## src/rtl/i2c_target.sv

```systemverilog
// rtl/i2c_target.sv - I2C target exposing a 16-bit register pointer and byte read/write strobes.
// Define I2C_TARGET_GLITCH_FILTER_EN to add a 3-sample majority filter on SCL and SDA.
module i2c_target #(
  parameter logic [6:0] SLAVE_ADDR = 7'h29
) (
  input  logic        clock,
  input  logic        reset,
  input  logic        SCL_in,
  input  logic        SDA_in,
  output logic        SDA_out,
  output logic        SDA_t,
  output logic [15:0] reg_addr,
  output logic [7:0]  reg_wdata,
  output logic        reg_we,
  output logic        reg_re,
  input  logic [7:0]  reg_rdata,
  output logic        busy,
  output logic        error_out
);
  typedef enum logic [3:0] {
    IDLE, ADDR, ADDR_ACK, REGH, REGH_ACK, REGL, REGL_ACK,
    WRITE, WRITE_ACK, READ, READ_ACK
  } state_t;

  state_t      state;
  logic [1:0]  scl_sync, sda_sync;
  logic        scl_f, sda_f, scl_prev, sda_prev;
  logic [2:0]  bit_cnt;
  logic        rose;
  logic [6:0]  shreg;
  logic [7:0]  tx, ptr_hi;
  logic        rw;
  logic [1:0]  re_pipe;
  logic [1:0]  ack_phase;

  always_ff @(posedge clock or posedge reset) begin
    if (reset) begin
      scl_sync <= 2'b11;
      sda_sync <= 2'b11;
    end else begin
      scl_sync <= {scl_sync[0], SCL_in};
      sda_sync <= {sda_sync[0], SDA_in};
    end
  end

`ifdef I2C_TARGET_GLITCH_FILTER_EN
  logic [1:0] scl_hist, sda_hist;
  always_ff @(posedge clock or posedge reset) begin
    if (reset) begin
      scl_hist <= 2'b11;
      sda_hist <= 2'b11;
      scl_f    <= 1'b1;
      sda_f    <= 1'b1;
    end else begin
      scl_hist <= {scl_hist[0], scl_sync[1]};
      sda_hist <= {sda_hist[0], sda_sync[1]};
      scl_f <= (scl_hist[1] & scl_hist[0]) | (scl_hist[1] & scl_sync[1]) | (scl_hist[0] & scl_sync[1]);
      sda_f <= (sda_hist[1] & sda_hist[0]) | (sda_hist[1] & sda_sync[1]) | (sda_hist[0] & sda_sync[1]);
    end
  end
`else
  assign scl_f = scl_sync[1];
  assign sda_f = sda_sync[1];
`endif

  always_ff @(posedge clock or posedge reset) begin
    if (reset) begin
      scl_prev <= 1'b1;
      sda_prev <= 1'b1;
    end else begin
      scl_prev <= scl_f;
      sda_prev <= sda_f;
    end
  end

  logic scl_rise, scl_fall, start_det, stop_det, last_bit, in_byte;
  logic [7:0] rx_byte;
  assign scl_rise  = scl_f & ~scl_prev;
  assign scl_fall  = ~scl_f & scl_prev;
  assign start_det = scl_f & scl_prev & sda_prev & ~sda_f;
  assign stop_det  = scl_f & scl_prev & ~sda_prev & sda_f;
  assign last_bit  = scl_rise && (bit_cnt == 3'd7);
  assign rx_byte   = {shreg, sda_f};
  assign in_byte   = (state == ADDR) || (state == REGH) || (state == REGL) ||
                     (state == WRITE) || (state == READ);

  always_ff @(posedge clock or posedge reset) begin
    if (reset) begin
      state     <= IDLE;
      SDA_out   <= 1'b0;
      SDA_t     <= 1'b1;
      reg_addr  <= 16'h0000;
      reg_wdata <= 8'h00;
      reg_we    <= 1'b0;
      reg_re    <= 1'b0;
      busy      <= 1'b0;
      error_out <= 1'b0;
      bit_cnt   <= 3'd0;
      rose      <= 1'b0;
      shreg     <= 7'd0;
      tx        <= 8'h00;
      ptr_hi    <= 8'h00;
      rw        <= 1'b0;
      re_pipe   <= 2'b00;
      ack_phase <= 2'd0;
    end else begin
      SDA_out   <= 1'b0;
      reg_we    <= 1'b0;
      reg_re    <= 1'b0;
      error_out <= 1'b0;
      re_pipe   <= {re_pipe[0], reg_re};
      if (re_pipe[1]) tx <= reg_rdata;
      if (start_det || stop_det) begin
        error_out <= (bit_cnt != 3'd0);
        bit_cnt   <= 3'd0;
        rose      <= 1'b0;
        SDA_t     <= 1'b1;
        ack_phase <= 2'd0;
        if (stop_det) begin
          state <= IDLE;
          busy  <= 1'b0;
        end else begin
          state <= ADDR;
        end
      end else begin
        // A bit only counts once its SCL fall follows a sampled rise, so the
        // falls after START and the rise before a repeated START/STOP do not.
        if (in_byte) begin
          if (scl_rise) begin
            shreg <= {shreg[5:0], sda_f};
            rose  <= 1'b1;
          end else if (scl_fall && rose) begin
            bit_cnt <= bit_cnt + 3'd1;
            rose    <= 1'b0;
          end
        end
        if (last_bit) begin
          bit_cnt <= 3'd0;
          rose    <= 1'b0;
        end
        case (state)
          IDLE: ;
          ADDR: if (last_bit) begin
            if (shreg == SLAVE_ADDR) begin
              rw    <= sda_f;
              busy  <= 1'b1;
              state <= ADDR_ACK;
            end else begin
              busy  <= 1'b0;
              state <= IDLE;
            end
          end
          REGH: if (last_bit) begin
            ptr_hi <= rx_byte;
            state  <= REGH_ACK;
          end
          REGL: if (last_bit) begin
            reg_addr <= {ptr_hi, rx_byte};
            state    <= REGL_ACK;
          end
          WRITE: if (last_bit) begin
            reg_we    <= 1'b1;
            reg_wdata <= rx_byte;
            state     <= WRITE_ACK;
          end
          ADDR_ACK, REGH_ACK, REGL_ACK, WRITE_ACK: begin
            if (scl_rise && !SDA_t && rw && (state == ADDR_ACK)) reg_re <= 1'b1;
            if (scl_fall) begin
              if (SDA_t) begin
                SDA_t <= 1'b0;
              end else begin
                SDA_t <= 1'b1;
                case (state)
                  ADDR_ACK: if (rw) begin
                    SDA_t <= tx[7];
                    tx    <= {tx[6:0], 1'b0};
                    state <= READ;
                  end else begin
                    state <= REGH;
                  end
                  REGH_ACK: state <= REGL;
                  REGL_ACK: state <= WRITE;
                  default: begin
                    reg_addr <= reg_addr + 16'd1;
                    state    <= WRITE;
                  end
                endcase
              end
            end
          end
          READ: begin
            if (last_bit) begin
              ack_phase <= 2'd0;
              state     <= READ_ACK;
            end else if (scl_fall) begin
              SDA_t <= tx[7];
              tx    <= {tx[6:0], 1'b0};
            end
          end
          READ_ACK: begin
            case (ack_phase)
              2'd0: begin
                if (scl_fall) SDA_t <= 1'b1;
                if (scl_rise) begin
                  if (!sda_f) begin
                    reg_addr  <= reg_addr + 16'd1;
                    reg_re    <= 1'b1;
                    ack_phase <= 2'd1;
                  end else begin
                    ack_phase <= 2'd2;
                  end
                end
              end
              2'd1: if (scl_fall) begin
                SDA_t     <= tx[7];
                tx        <= {tx[6:0], 1'b0};
                ack_phase <= 2'd0;
                state     <= READ;
              end
              default: ;
            endcase
          end
          default: state <= IDLE;
        endcase
      end
    end
  end
endmodule

```

## config.mk

```make
export PLATFORM = sky130hd
export DESIGN_NAME = i2c_target
export DESIGN_NICKNAME = d
export VERILOG_FILES = /design/src/rtl/i2c_target.sv
export SDC_FILE = /design/constraint.sdc
export NUM_CORES = 1
export LEC_CHECK = 0
export CORE_MARGIN = 8
export CORE_UTILIZATION = 40
export CTS_CLUSTER_DIAMETER = 100
export DETAILED_ROUTE_END_ITERATION = 7
export PLACE_DENSITY = 0.63
export REMOVE_ABC_BUFFERS = 1
export SLEW_MARGIN = 20
export SYNTH_ARGS = -nofsm -noshare
export SYNTH_HDL_FRONTEND = slang
export SYNTH_SLANG_ARGS = --single-unit
```

## constraint.sdc

```tcl
create_clock -name clock -period 2.4 [get_ports clock]
set_input_delay 0.48 -clock clock [delete_from_list [all_inputs] [get_ports clock]]
set_output_delay 0.48 -clock clock [all_outputs]
set_load 0.02 [all_outputs]
```

==> Word-level counts from Yosys, hierarchy flattened <==
Cells that the tools add are included.
{ "word_totals": {"reg_bits": 71, "inputBits": 12, "output_inout_bits": 30, "elab_cells": 181} }
{ "op_classes": {"add_sub_neg": 2, "n_eq_ne": 37, "mux": 75, "n_bitwise": 12, "reduce_logical": 35} }
{ "op_table": {"columns": ["op", "count"], "rows": [
  ["$mux 16", 7],
  ["$mux 8", 9],
  ["$pmux 16 s3", 1],
  ["$mux 4", 11],
  ["$pmux 4 s8", 1],
  ["$mux 1", 28],
  ["$pmux 8 s3", 1],
  ["$ne 3x2->1 const B", 6],
  ["$add 16x1->16 const B", 1],
  ["$eq 4x3->1 const B", 4],
  ["$ne 2x2->1 const B", 8],
  ["$mux 3", 5],
  ["$reduce_and 3->1", 5],
  ["$reduce_bool 3->1", 5],
  ["$eq 4x4->1 const B", 3],
  ["$mux 2", 6],
  ["$ne 3x3->1 const B", 4],
  ["$ne 4x4->1 const B", 3],
  ["$reduce_and 10->1", 1],
  ["$reduce_and 5->1", 2],
  ["$reduce_and 9->1", 1],
  ["$eq 4x2->1 const B", 2],
  ["$pmux 2 s2", 2],
  ["$pmux 4 s2", 1],
  ["23 further kinds", 44]
]} }

==> Logic depth before layout (Yosys ltp) <==
{ "logic_depth": {"ltp_word": 8, "mapped_depth": 8, "mapped_depth_nobuf": 7} }

==> Worst setup path after synthesis <==
No wires, ideal clock.
{ "synth_path": {"path_kind": "reg-to-reg", "startpoint": "register scl_prev", "endpoint": "register state[3]", "setup_time_ns": 0.128, "arrival_time_ns": 1.808, "t_required_ns": 2.272, "slack_ns": 0.465, "stages_incl_launch_ff": 7, "n_path_buf": 2, "period_less_slack_ns": 1.935, "path_cell_list": "dfstp_2 -> buf_2 -> nand2_1 -> or2_2 -> clkbuf_1 -> a211oi_4 -> mux2_1"} }
{ "synth_between": {"elab_chain_cells": 6, "elab_cells_between_ends": 22, "classes_between": "eq/ne (10); mux (1); bitwise (8); reduce/logical (3)"} }
{ "synth_rtl": {"columns": ["item", "line_no", "rtl"], "rows": [
  ["start: declaration", "27", "logic scl_f, sda_f, scl_prev, sda_prev;"],
  ["start signal: assignment", "71", "scl_prev <= scl_f;"],
  ["$and 1x1->1", "80, 81", null],
  ["$and 1x1->1, on equally long branches (2 in a row)", "80, 81", null],
  ["$logic_or 1x1->1", "113", "if (start_det || stop_det) begin"],
  ["$ne 3x3->1 (no line) (tied with other cells)", null, null],
  ["$reduce_and 10->1 (no line)", null, null],
  ["end signal: assignment", "89", "state <= IDLE;"],
  ["end signal: assignment", "120", "state <= IDLE;"],
  ["end signal: assignment", "123", "state <= ADDR;"],
  ["end: declaration", "25", "state_t state;"]
]} }
Several ways; a longest one is shown, not always the timed one.
A chain may end at the register's enable or synchronous reset.

==> Final worst setup path <==
{ "layout_path": {"startpoint": "register state[1]", "endpoint": "register state[3]"} }
{ "layout_between": {"elab_chain_cells": 6, "elab_cells_between_ends": 28, "classes_between": "eq/ne (20); mux (5); reduce/logical (3)"} }
{ "layout_rtl": {"columns": ["item", "line_no", "rtl"], "rows": [
  ["$eq 4x3->1 or $eq 4x2->1 (tied branches)", "141, 173", null],
  ["$pmux 4 s2", "173", "case (state)"],
  ["$mux 4", "169", "if (SDA_t) begin"],
  ["$mux 4", "168", "if (scl_fall) begin"],
  ["$pmux 4 s8", "141", "case (state)"],
  ["$mux 4", "113", null]
]} }
Several ways; a longest one is shown, not always the timed one. The select of a mux whose other input is x is not followed.

==> flow_summary.yaml <==
timing:
  drv_slew: 0
  fin_ws_ns: 0.152
  tns_ns: 0
  timing.fmax_mhz: 445
  setup_viol: 0
  slew_headroom_pct: 61.9
  fin_skew_ns: 0.0180
  rsz0062_at_grt: "no"
  period_share_pct: 93.7
  hold_violations: 0
  fin_crit_ns: 2.25
  tightest_slew_ns: 0.571
synthesis:
  yosys_warnings: 0
  synth.distinct_cells: 65
  syn_area_um2: 3720
  syn-instance-count: 365
  ys.flop_type: "dfrtp_1"
  synthArstFlopShare_pct: 100
  synth-edff-count: 0
  yosysSeqAreaShare_pct: 48.0
  ys_ff_latch: 71
  syn-mean-instance-area_um2: 10.2
place:
  globalplace.congestion: 0.885
  hpwl_um: 6700
  port_buffers: 40
  post-place-cells: 519
  place_ws_ns: 0.185
cts:
  cts_hold_buf: 0
  cts_inserted_buffers: 9
  cts_root_buffer: "clkbuf_8"
  h-tree-depth: 3
  cts.sink_count: 71
  cts_tree: "done"
  clk_pin_slew_worst_paths_ns: 0.08
  clockBufferDepth: 2
  clk_latency_ns: 0.35
route:
  wirelength_um: 9300
  vias: 3076
  ant_nets: 0
  dr.pass1.iters: 4
  drtIter0Drc: 223
  drt-wirelength-per-cell_um: 17.4
  via_per_inst: 5.75
  drcViolationCount: 0
finish:
  final-seq-area_um2: 1790
  drive_gt1_share_pct: 20.8
  multi_input_area_um2: 1790
  nets: 435
  fin_cells: 535
  fillers: 861
  syn2layout_area_growth_pct: 23.0
  diodes: 0
die:
  row_count: 35
  initial_core_util_pct: 40.7
  dieHeight_um: 112
  die_area_um2: 12600
  ioPinCount: 42
  core_area_um2: 9150
  die_w_um: 112
pwr:
  switching_share_pct: 26.3
  vdd_drop_max_v: 0.000320
  powerDensity_nw_per_um2: 548
  p_seq_share_pct: 51.7
  clockPowerShare_pct: 39.8
  p_leak_nw: 1.98
  power_mw: 2.51
  power_frac_comb_pct: 8.5
  switching_power_mw: 0.661
  p_int_mw: 1.85
grt:
  grt_antenna_before_repair: 0
  grt_overflow: 0
  grt_use_met1_pct: 21.2
  grt_pass1_wl_um: 15800
  use_met3_pct: 3.22
  grt_max_degree: 32
  grt.met2_usage_pct: 23.0
  grt_use_total_pct: 15.5
  grt_pass1_vias: 3001
  grt.busiest_layer: "met2"
min_path:
  worstHoldPathType: "reg -> reg"
  holdPathEnd: "re_pipe[1]$_DFF_PP0_"
  min_from: "re_pipe[0]$_DFF_PP0_"
  hold_depth: 0
status:
  outcome: "finished, final reports clean"
run:
  maxCapViolations: 0
critical_path:
  startpoint_type: "flop"
  crit_path_end_kind: "flop"
  crit_arrival_ns: 2.48
  crit_type: "reg -> reg"
  crit_fanout: 13
  r2r-end: "state[3]$_DFFE_PP0P_"
  reg2reg_depth: 5
  setup.worst_path.start: "state[1]$_DFFE_PP0P_"
  r2r_slack_ns: 0.15
  worstPathRequired_ns: 2.64
  r2r-start: "state[1]$_DFFE_PP0P_"
## flip-flops by register name, indices dropped and copies added, names as in the netlist
register and flops:
reg_wdata 8, state 4, tx 8, reg_we 1, busy 1, error_out 1, scl_prev 1, ack_phase 2
sda_prev 1, scl_sync 2, reg_addr 16, ptr_hi 8, re_pipe 2, rose 1, shreg 7, rw 1
sda_sync 2, bit_cnt 3, SDA_t 1, reg_re 1
## power by group through the flow
stage          Clock (mW)  Sequential, mW  Combinational, mW
6_report            0.999            1.30              0.213
5_1_grt              1.09            1.31              0.234
4_1_cts              1.03            1.30              0.216
3_5_place_dp            0            1.32              0.215
3_3_place_gp            0            1.32              0.215
2_1_floorplan           0            1.31              0.113
## how the worst max path moves through the flow
stage                     cells past startpoint  slack [ns]                        to
after floorplan                               5       -0.36  reg_addr[10]$_DFFE_PP0P_
after global placement                        5        0.23      state[3]$_DFFE_PP0P_
after detailed placement                      5        0.19      state[3]$_DFFE_PP0P_
after CTS                                     5        0.18      state[3]$_DFFE_PP0P_
after global routing                          6        0.04   reg_addr[3]$_DFFE_PP0P_
final                                         5        0.15      state[3]$_DFFE_PP0P_
## worst max-delay path: stages, from the launching register on
cell,delay [ns]
dfrtp_1,0.56
nor3_4,0.37
or2_1,0.34
o21ai_1,0.15
a211oi_4,0.37
mux2_1,0.35
## layer usage
| metal | vias to the layer above | part of all wire (%) |
|---|---|---|
| li1 | 1446 | - |
| met1 | 1516 | 46 |
| met4 | 0 | 1.8 |
| met3 | 13 | 6.3 |
| met5 | - | 0 |
| met2 | 101 | 46 |
## cell families after synthesis
family	synth area share, %
simple gates	15.6
compound gates	19.2
flops	48.0
mux	11.4
buf+inv	4.14
fa+ha+maj	1.35
other cells	0.101
xor+xnor	0.235
## through the flow
| stage | utilization (%) | cell area (um^2) | hold slack, ns |
|---|---|---|---|
| after floorplan | - | 3620 | 0.331 |
| after CTS | 50.0 | 4580 | 0.354 |
| after global routing | 50.0 | 4580 | 0.361 |
| final | 50.0 | 4580 | 0.351 |
| after detailed placement | 47.8 | 4370 | 0.337 |
| after global placement | 47.8 | 4370 | 0.332 |
## cell usage in the layout, fill, tap and decap left out, types with 3 or more instances in the layout
cell / n
dfrtp_1: 63
clkdlybuf4s50_1: 40
nand2_1: 31
a21oi_1: 27
o21ai_0: 26
mux2_2: 26
buf_4: 22
nor2_1: 18
inv_1: 12
mux2i_1: 12
nand3_1: 11
clkbuf_8: 10
nand4_1: 8
dfstp_2: 7
nor2b_1: 7
o22ai_1: 7
nor3_1: 5
a21o_1: 4
a211oi_1: 4
nand2b_1: 4
ha_1: 4
o21ai_1: 3
a31oi_1: 3
o2bb2ai_1: 3
a31o_2: 3
a2bb2oi_1: 3
a21boi_0: 3
## synth_stat cells (all sizes together), types with 3 or more instances
master,count,area (um^2)
nor3b,3,27.5
dfrtp,64,1600
a31o,3,26.3
a21oi,27,135
a21o,4,30.0
a21boi,4,33.8
nand2b,4,25.0
buf,14,78.8
mux2i,12,120
a2bb2oi,4,41.3
inv,13,48.8
nor4,3,25.0
nor2b,7,43.8
a211oi,5,50.1
dfstp,7,184
nand4,8,50.1
mux2,27,304
clkbuf,7,26.3
nor3,7,51.3
ha,4,50.1
nand2,31,116
o21ai,29,145
a31oi,3,18.8
nand3,11,55.1
o22ai,7,43.8
o2bb2ai,3,26.3
nor2,19,73.8
## timing repair
| action | 4_1_cts | 5_1_grt |
|---|---|---|
| endpoints found under the hold margin | 0 | 0 |
| setup endpoints to repair | 0 | 1 |
| resized for setup | 0 | 1 |
| buffers inserted | 0 | 0 |
## layout make-up
| cell class | instances | share of cell area (%) |
|---|---|---|
| clock inverters | 6 | 1.48 |
| flip-flops and latches | 71 | 39.0 |
| clock buffers | 10 | 3.01 |
| repair buffers | 64 | 13.2 |
| multi-input cells | 260 | 39.2 |
| inverters | 13 | 1.07 |
| well taps | 111 | 3.03 |
Note: power is estimated with default switching activity, not from simulation.
